[src/rtl/loop_filter_pkg.sv]
// Shared types for the geared PI loop filter: mode and error encodings.
// Also holds the saturating clamp used on the integrator and tuning word paths.
// All filter arithmetic runs at CW bits, which covers any TW_WIDTH up to 64 plus sign and carry.
package loop_filter_pkg;

  localparam int CW = 66;

  typedef logic signed [CW-1:0] wide_t;

  typedef enum logic {
    MODE_ACQ = 1'b0,
    MODE_TRK = 1'b1
  } mode_t;

  // Phase error as a signed two-bit value: +1, -1 or 0 (quiet).
  typedef logic signed [1:0] err_t;
  localparam err_t ERR_ZERO = 2'sb00;
  localparam err_t ERR_POS  = 2'sb01;
  localparam err_t ERR_NEG  = 2'sb11;

  function automatic wide_t clamp(input wide_t x, input wide_t lo, input wide_t hi);
    if (x < lo) return lo;
    if (x > hi) return hi;
    return x;
  endfunction

endpackage

[src/rtl/loop_lock_detect.sv]
// Lock detector: selects ACQ or TRK mode from the recent history of the phase error.
// Enters TRK after LOCK_CYCLES quiet cycles; drops to ACQ after UNLOCK_CYCLES same-sign errors.
// hold freezes the state and both counters.
module loop_lock_detect
  import loop_filter_pkg::*;
#(
  parameter int unsigned LOCK_CYCLES   = 8,
  parameter int unsigned UNLOCK_CYCLES = 4
) (
  input  logic  clk,
  input  logic  rst,
  input  err_t  err,
  input  logic  hold,
  output mode_t mode
);

  localparam int unsigned CNT_MAX = (LOCK_CYCLES > UNLOCK_CYCLES) ? LOCK_CYCLES : UNLOCK_CYCLES;
  localparam int          CNT_W   = $clog2(CNT_MAX + 1);
  localparam logic [CNT_W-1:0] LOCK_C   = CNT_W'(LOCK_CYCLES);
  localparam logic [CNT_W-1:0] UNLOCK_C = CNT_W'(UNLOCK_CYCLES);

  logic [CNT_W-1:0] quiet_cnt;
  logic [CNT_W-1:0] run_cnt;
  logic [CNT_W-1:0] quiet_inc;
  logic [CNT_W-1:0] run_nxt;
  err_t             last_err;

  // Saturating next values; a run continues only when the sign matches the previous nonzero error.
  always_comb begin
    quiet_inc = (quiet_cnt == '1) ? quiet_cnt : quiet_cnt + 1'b1;
    run_nxt   = CNT_W'(1);
    if (err != ERR_ZERO && err == last_err && run_cnt != '0)
      run_nxt = (run_cnt == '1) ? run_cnt : run_cnt + 1'b1;
  end

  // Two-state lock FSM with its counters; the threshold edge switches mode and clears both counters.
  always_ff @(posedge clk) begin
    if (rst) begin
      mode      <= MODE_ACQ;
      quiet_cnt <= '0;
      run_cnt   <= '0;
      last_err  <= ERR_ZERO;
    end else if (!hold) begin
      case (mode)
        MODE_ACQ: begin
          if (err == ERR_ZERO) begin
            if (quiet_inc == LOCK_C) begin
              mode      <= MODE_TRK;
              quiet_cnt <= '0;
              run_cnt   <= '0;
            end else begin
              quiet_cnt <= quiet_inc;
            end
          end else begin
            quiet_cnt <= '0;
          end
        end
        MODE_TRK: begin
          if (err == ERR_ZERO) begin
            run_cnt <= '0;
          end else begin
            last_err <= err;
            if (run_nxt == UNLOCK_C) begin
              mode      <= MODE_ACQ;
              run_cnt   <= '0;
              quiet_cnt <= '0;
            end else begin
              run_cnt <= run_nxt;
            end
          end
        end
        default: mode <= MODE_ACQ;
      endcase
    end
  end

endmodule

[src/rtl/loop_filter_geared.sv]
// PI loop filter with acquisition/tracking gain sets, turning PFD up/down into an NCO tuning word.
// One cycle from up/down to tuning_word; integrator and output are clamped to [FREQ_MIN, FREQ_MAX].
// hold freezes the integrator and lock detector and drops the proportional term.
module loop_filter_geared
  import loop_filter_pkg::*;
#(
  parameter int unsigned           TW_WIDTH      = 32,
  parameter logic [TW_WIDTH-1:0]   INITIAL_FREQ  = TW_WIDTH'(1000),
  parameter logic [TW_WIDTH-1:0]   FREQ_MIN      = '0,
  parameter logic [TW_WIDTH-1:0]   FREQ_MAX      = '1,
  parameter int unsigned           KP_ACQ        = 16,
  parameter int unsigned           KI_ACQ        = 4,
  parameter int unsigned           KP_TRK        = 4,
  parameter int unsigned           KI_TRK        = 1,
  parameter int unsigned           LOCK_CYCLES   = 8,
  parameter int unsigned           UNLOCK_CYCLES = 4
) (
  input  logic                clk,
  input  logic                rst,
  input  logic                up,
  input  logic                down,
  input  logic                hold,
  output logic [TW_WIDTH-1:0] tuning_word,
  output logic                locked,
  output logic                mode
);

  if (TW_WIDTH < 1 || TW_WIDTH > 64 ||
      FREQ_MIN > INITIAL_FREQ || INITIAL_FREQ > FREQ_MAX ||
      KP_ACQ < 1 || KI_ACQ < 1 || KP_TRK < 1 || KI_TRK < 1 ||
      LOCK_CYCLES < 1 || UNLOCK_CYCLES < 1) begin : g_param_check
    $error("loop_filter_geared: illegal parameter set");
  end

  localparam wide_t KP_ACQ_W = wide_t'(KP_ACQ);
  localparam wide_t KI_ACQ_W = wide_t'(KI_ACQ);
  localparam wide_t KP_TRK_W = wide_t'(KP_TRK);
  localparam wide_t KI_TRK_W = wide_t'(KI_TRK);
  localparam wide_t MIN_W    = wide_t'(FREQ_MIN);
  localparam wide_t MAX_W    = wide_t'(FREQ_MAX);

  logic [TW_WIDTH-1:0] integ;
  logic [TW_WIDTH-1:0] integ_nxt;
  logic [TW_WIDTH-1:0] tw_nxt;
  err_t                err;
  mode_t               mode_q;
  wide_t               kp;
  wide_t               ki;
  wide_t               kp_term;
  wide_t               ki_term;
  wide_t               integ_cl;
  wide_t               tw_cl;

  // Map PFD pulses to a signed error; both high counts as quiet.
  always_comb begin
    err = ERR_ZERO;
    if (up && !down)      err = ERR_POS;
    else if (down && !up) err = ERR_NEG;
  end

  loop_lock_detect #(
    .LOCK_CYCLES   (LOCK_CYCLES),
    .UNLOCK_CYCLES (UNLOCK_CYCLES)
  ) u_lock (
    .clk  (clk),
    .rst  (rst),
    .err  (err),
    .hold (hold),
    .mode (mode_q)
  );

  // Gain mux on the registered mode, then clamped integrator and proportional paths.
  always_comb begin
    kp      = (mode_q == MODE_TRK) ? KP_TRK_W : KP_ACQ_W;
    ki      = (mode_q == MODE_TRK) ? KI_TRK_W : KI_ACQ_W;
    kp_term = '0;
    ki_term = '0;
    case (err)
      ERR_POS: begin
        kp_term = kp;
        ki_term = ki;
      end
      ERR_NEG: begin
        kp_term = -kp;
        ki_term = -ki;
      end
      default: ;
    endcase
    integ_cl  = clamp(wide_t'(integ) + ki_term, MIN_W, MAX_W);
    tw_cl     = clamp(integ_cl + kp_term, MIN_W, MAX_W);
    integ_nxt = TW_WIDTH'(integ_cl);
    tw_nxt    = TW_WIDTH'(tw_cl);
  end

  // Integrator and output register; hold presents the bare integrator on the output.
  always_ff @(posedge clk) begin
    if (rst) begin
      integ       <= INITIAL_FREQ;
      tuning_word <= INITIAL_FREQ;
    end else if (hold) begin
      tuning_word <= integ;
    end else begin
      integ       <= integ_nxt;
      tuning_word <= tw_nxt;
    end
  end

  assign mode   = mode_q;
  assign locked = (mode_q == MODE_TRK);

endmodule

[config.mk]
export PLATFORM = sky130hd
export DESIGN_NAME = loop_filter_geared
export DESIGN_NICKNAME = d
export VERILOG_FILES = /design/src/rtl/loop_filter_pkg.sv /design/src/rtl/loop_lock_detect.sv /design/src/rtl/loop_filter_geared.sv
export SDC_FILE = /design/constraint.sdc
export NUM_CORES = 1
export LEC_CHECK = 0
export BUFFER_PORTS_ARGS = -buffer_cell sky130_fd_sc_hd__buf_2
export CAP_MARGIN = 15
export CELL_PAD_IN_SITES_DETAIL_PLACEMENT = 1
export CELL_PAD_IN_SITES_GLOBAL_PLACEMENT = 1
export CORE_MARGIN = 5
export CORE_UTILIZATION = 51
export DETAILED_ROUTE_END_ITERATION = 16
export PLACE_DENSITY = 0.85
export SLEW_MARGIN = 30
export SYNTH_ARGS = -nofsm -noshare
export SYNTH_HDL_FRONTEND = slang
export SYNTH_SLANG_ARGS = --single-unit
[constraint.sdc]
create_clock -name clk -period 19.6 [get_ports clk]
set_clock_uncertainty 0.15 [all_clocks]
set_input_delay 1.96 -clock clk [delete_from_list [all_inputs] [get_ports clk]]
set_output_delay 1.96 -clock clk [all_outputs]
set_load 0.05 [all_outputs]
==> results by group <==
Synthesis
  • Post-Syn Area: 8900 um2
  • Synth top area cells: dfxtp_1 17%, a21oi_1 6.1%, nand2_1 4.6%
  • Area leader, netlist: dfxtp_1
  • Synth Flop Type: dfxtp_1
  • Mapped Cells: 1204
  • Post-synthesis sequential area ratio: 0.169
  • Fraction of registers with async set/reset: 0
  • Post-synth EDFFs: 0
  • Post-Syn Nets: 1225
  • FF+latch count, synth: 75
  • Synth cell types: 120
  • Synth Area per Inst: 7.39 um2
  • Top cell type's share of synthesized area: 0.169
  • Yosys warnings: 0

Finish
  • NumNets Final: 1187
  • P&R area growth vs syn: 4.44%
  • # diodes: 0
  • Share of cells above drive strength 1: 0.119

Floorplan
  • Starting Density: 0.517
  • Count of standard-cell rows: 48
  • Die extent in x: 142 um
  • Die ar.: 20200 um2
  • Core area: 17200 um2
  • Chip height: 142 um
  • Ports: 39

Clock tree
  • CTS H-tree depth: 3
  • Post-CTS sizing: 0
  • Post-CTS Repair Setup Buffers: 0
  • Clock Sinks: 75
  • Clock buffers created by TritonCTS: 9
  • CTS tree: done
  • Clk_lat worst skew: 0.34 ns
  • Root Driver: clkbuf_16
  • Hold Buf Count CTS: 0
  • Clock tree buffer depth: 2
  • Worst-path clk slew: 0.06 ns

Worst setup path
  • Crit. End Element: register
  • Required @ worst endpoint: 19.64 ns
  • WS Path Type: in2reg
  • Setup crit start kind: input pin
  • Worst Path Max Fanout: 52
  • Worst EP arrival: 9.71 ns
  • Worst R2R Path Depth: 24

STA
  • Slew Viols, Final: 0
  • RSZ-0062 raised after global routing: no
  • Slew Limit Headroom: 0.306
  • TNS Setup: 0 ns
  • Minimum clock period: 9.67 ns
  • Max Freq: 103 MHz
  • Fin worst setup slack: 9.93 ns
  • Worst slew pin tran: 1.04 ns
  • Count of final setup violators: 0
  • Final hold vios: 0
  • Post-route clock period utilization: 0.494
  • Hold Slack: 0.349 ns

GRT
  • Largest net degree at the start of global routing: 68
  • Gr usage total: 0.336
  • Global-route wire length before repair: 55000 um
  • Gr ovfl total: 0
  • Initial antenna violation count: 0
  • Number of global-route vias before repair: 9955

Power
  • Pwr dens: 77.8 nW/um2
  • Peak supply drop: 0.0628 mV
  • Static Leak: 3.41 nW

Run
  • Max-cap violation count: 0

Route
  • TritonRoute pass-1 iters: 6
  • DR iter-0 viols: 1351
  • Final ANT Viol Nets: 0
  • Via count: 10300
  • Detailed-route DRC error count: 0
  • Aggregate routed wire length: 35000 um
  • DR vias/cell: 7.37
  • Routed len/inst: 25.1 um

Min path
  • Min-Delay Path Class: reg2reg
  • WHS Path Cells: 2

Place
  • Final HPWL DP: 24500 um
  • IO Port Bufs: 38
  • Setup WS pre-CTS: 9.83 ns
  • GPL Wtd Cong: 0.937

Outcome
  • Status: complete, no violations
## placed cells by master (no fill, tap or decap), types with 14 or more instances in the layout
master | synthesis | final
a21oi_1 | 108 | 108
nand2_1 | 108 | 108
nor2_1 | 104 | 103
dfxtp_1 | 75 | 75
o21ai_0 | 71 | 71
xnor2_1 | 38 | 38
buf_2 | 25 | 38
nor3_1 | 35 | 34
a21o_1 | 30 | 30
nand3_1 | 27 | 27
xor2_1 | 25 | 25
inv_1 | 22 | 22
o21ai_1 | 19 | 19
a211oi_1 | 18 | 18
o31a_1 | 17 | 17
o21a_1 | 16 | 16
a31oi_1 | 16 | 16
and4b_1 | 14 | 14
o22ai_1 | 14 | 14
## cell type report
type	instances	area, um2
Sequential cell	75	1500
Tap cell	225	282
Timing Repair Buffer	48	265
Fill cell	2225	7940
Clock buffer	11	253
Clock inverter	4	73.8
Inverter	23	86.3
Multi-Input combinational cell	1009	6840
## per-layer routing
metal  up-vias  part of all wire  GRT usage  wire, um
met5         -                 0          0         0
met3       146              0.10     0.0548      3550
met4         0             0.041      0.144      1440
met2       649              0.44      0.517     15400
li1       4503                 -          -         -
met1      4988              0.42      0.466     14600
## power breakdown
group,internal (mW),switching (mW)
clock network,0.118,0.0684
registers,0.167,0.0288
logic,0.112,0.229
## cells by family after synthesis
logic type,share of synthesized area
AOI/OAI and AO/OA,0.406
xor gates and xnor gates,0.0745
adders and majority gates,0.0242
buffers and inverters,0.0659
DFF,0.169
muxes,0.0108
and+or+nand+nor,0.250
## registers in the layout (all words and copies together), names as in the netlist
name and count:
u_lock.last_err 2, u_lock.run_cnt 4, u_lock.mode 1, u_lock.quiet_cnt 4, tuning_word 32, integ 32
## per-stage QoR
step / cells / utilization / power, mW / instance area, um2
6_report: 1395 / 0.539 / 0.723 / 9300
5_1_grt: 1395 / 0.539 / 0.752 / 9300
4_1_cts: 1395 / 0.539 / 0.711 / 9290
3_5_place_dp: 1380 / 0.520 / 0.522 / 8970
3_3_place_gp: 1380 / 0.520 / 0.512 / 8970
2_1_floorplan: 1204 / - / 0.443 / 8900
## cells in the mapped netlist, drive strengths merged (16+ instances only)
library cell,number
xor2,27
inv,23
xnor2,38
nand3,28
a221oi,17
o31a,17
clkbuf,49
dfxtp,75
a31oi,16
nor3,36
buf,48
a21o,32
nand2,108
o21ai,94
nor4,17
a21oi,118
nor2,105
o21a,16
a211oi,21
## worst max-delay path, stage by stage
cell       delay [ns]
buf_2            0.11
inv_1            0.11
ha_2             0.18
buf_4            0.46
inv_1            0.37
nor2_1           0.46
ha_1             0.25
a21oi_1          0.10
a22o_1           0.29
a221oi_4         0.38
a21o_4           0.23
a21o_2           0.69
nand2_1          0.21
nand2_1          0.18
a21oi_1          0.11
ha_1             0.28
fa_1             0.44
a21oi_1          0.31
a211oi_1         0.10
a2111oi_1        0.43
o22a_1           0.25
o31a_1           0.18
o21bai_1         0.14
and4b_1          0.25
o32ai_4          0.50
buf_4            0.38
nor2b_1          0.22
o21ai_1          0.10
## worst paths after layout
kind                      start            endpoint  slack (ns)
max                          up      tuning_word[3]        9.93
min          u_lock.last_err[1]  u_lock.last_err[1]        0.35
max reg2reg         u_lock.mode      tuning_word[3]       12.03
min reg2reg  u_lock.last_err[1]  u_lock.last_err[1]        0.35
No activity file was read; power rests on OpenSTA's default activity.
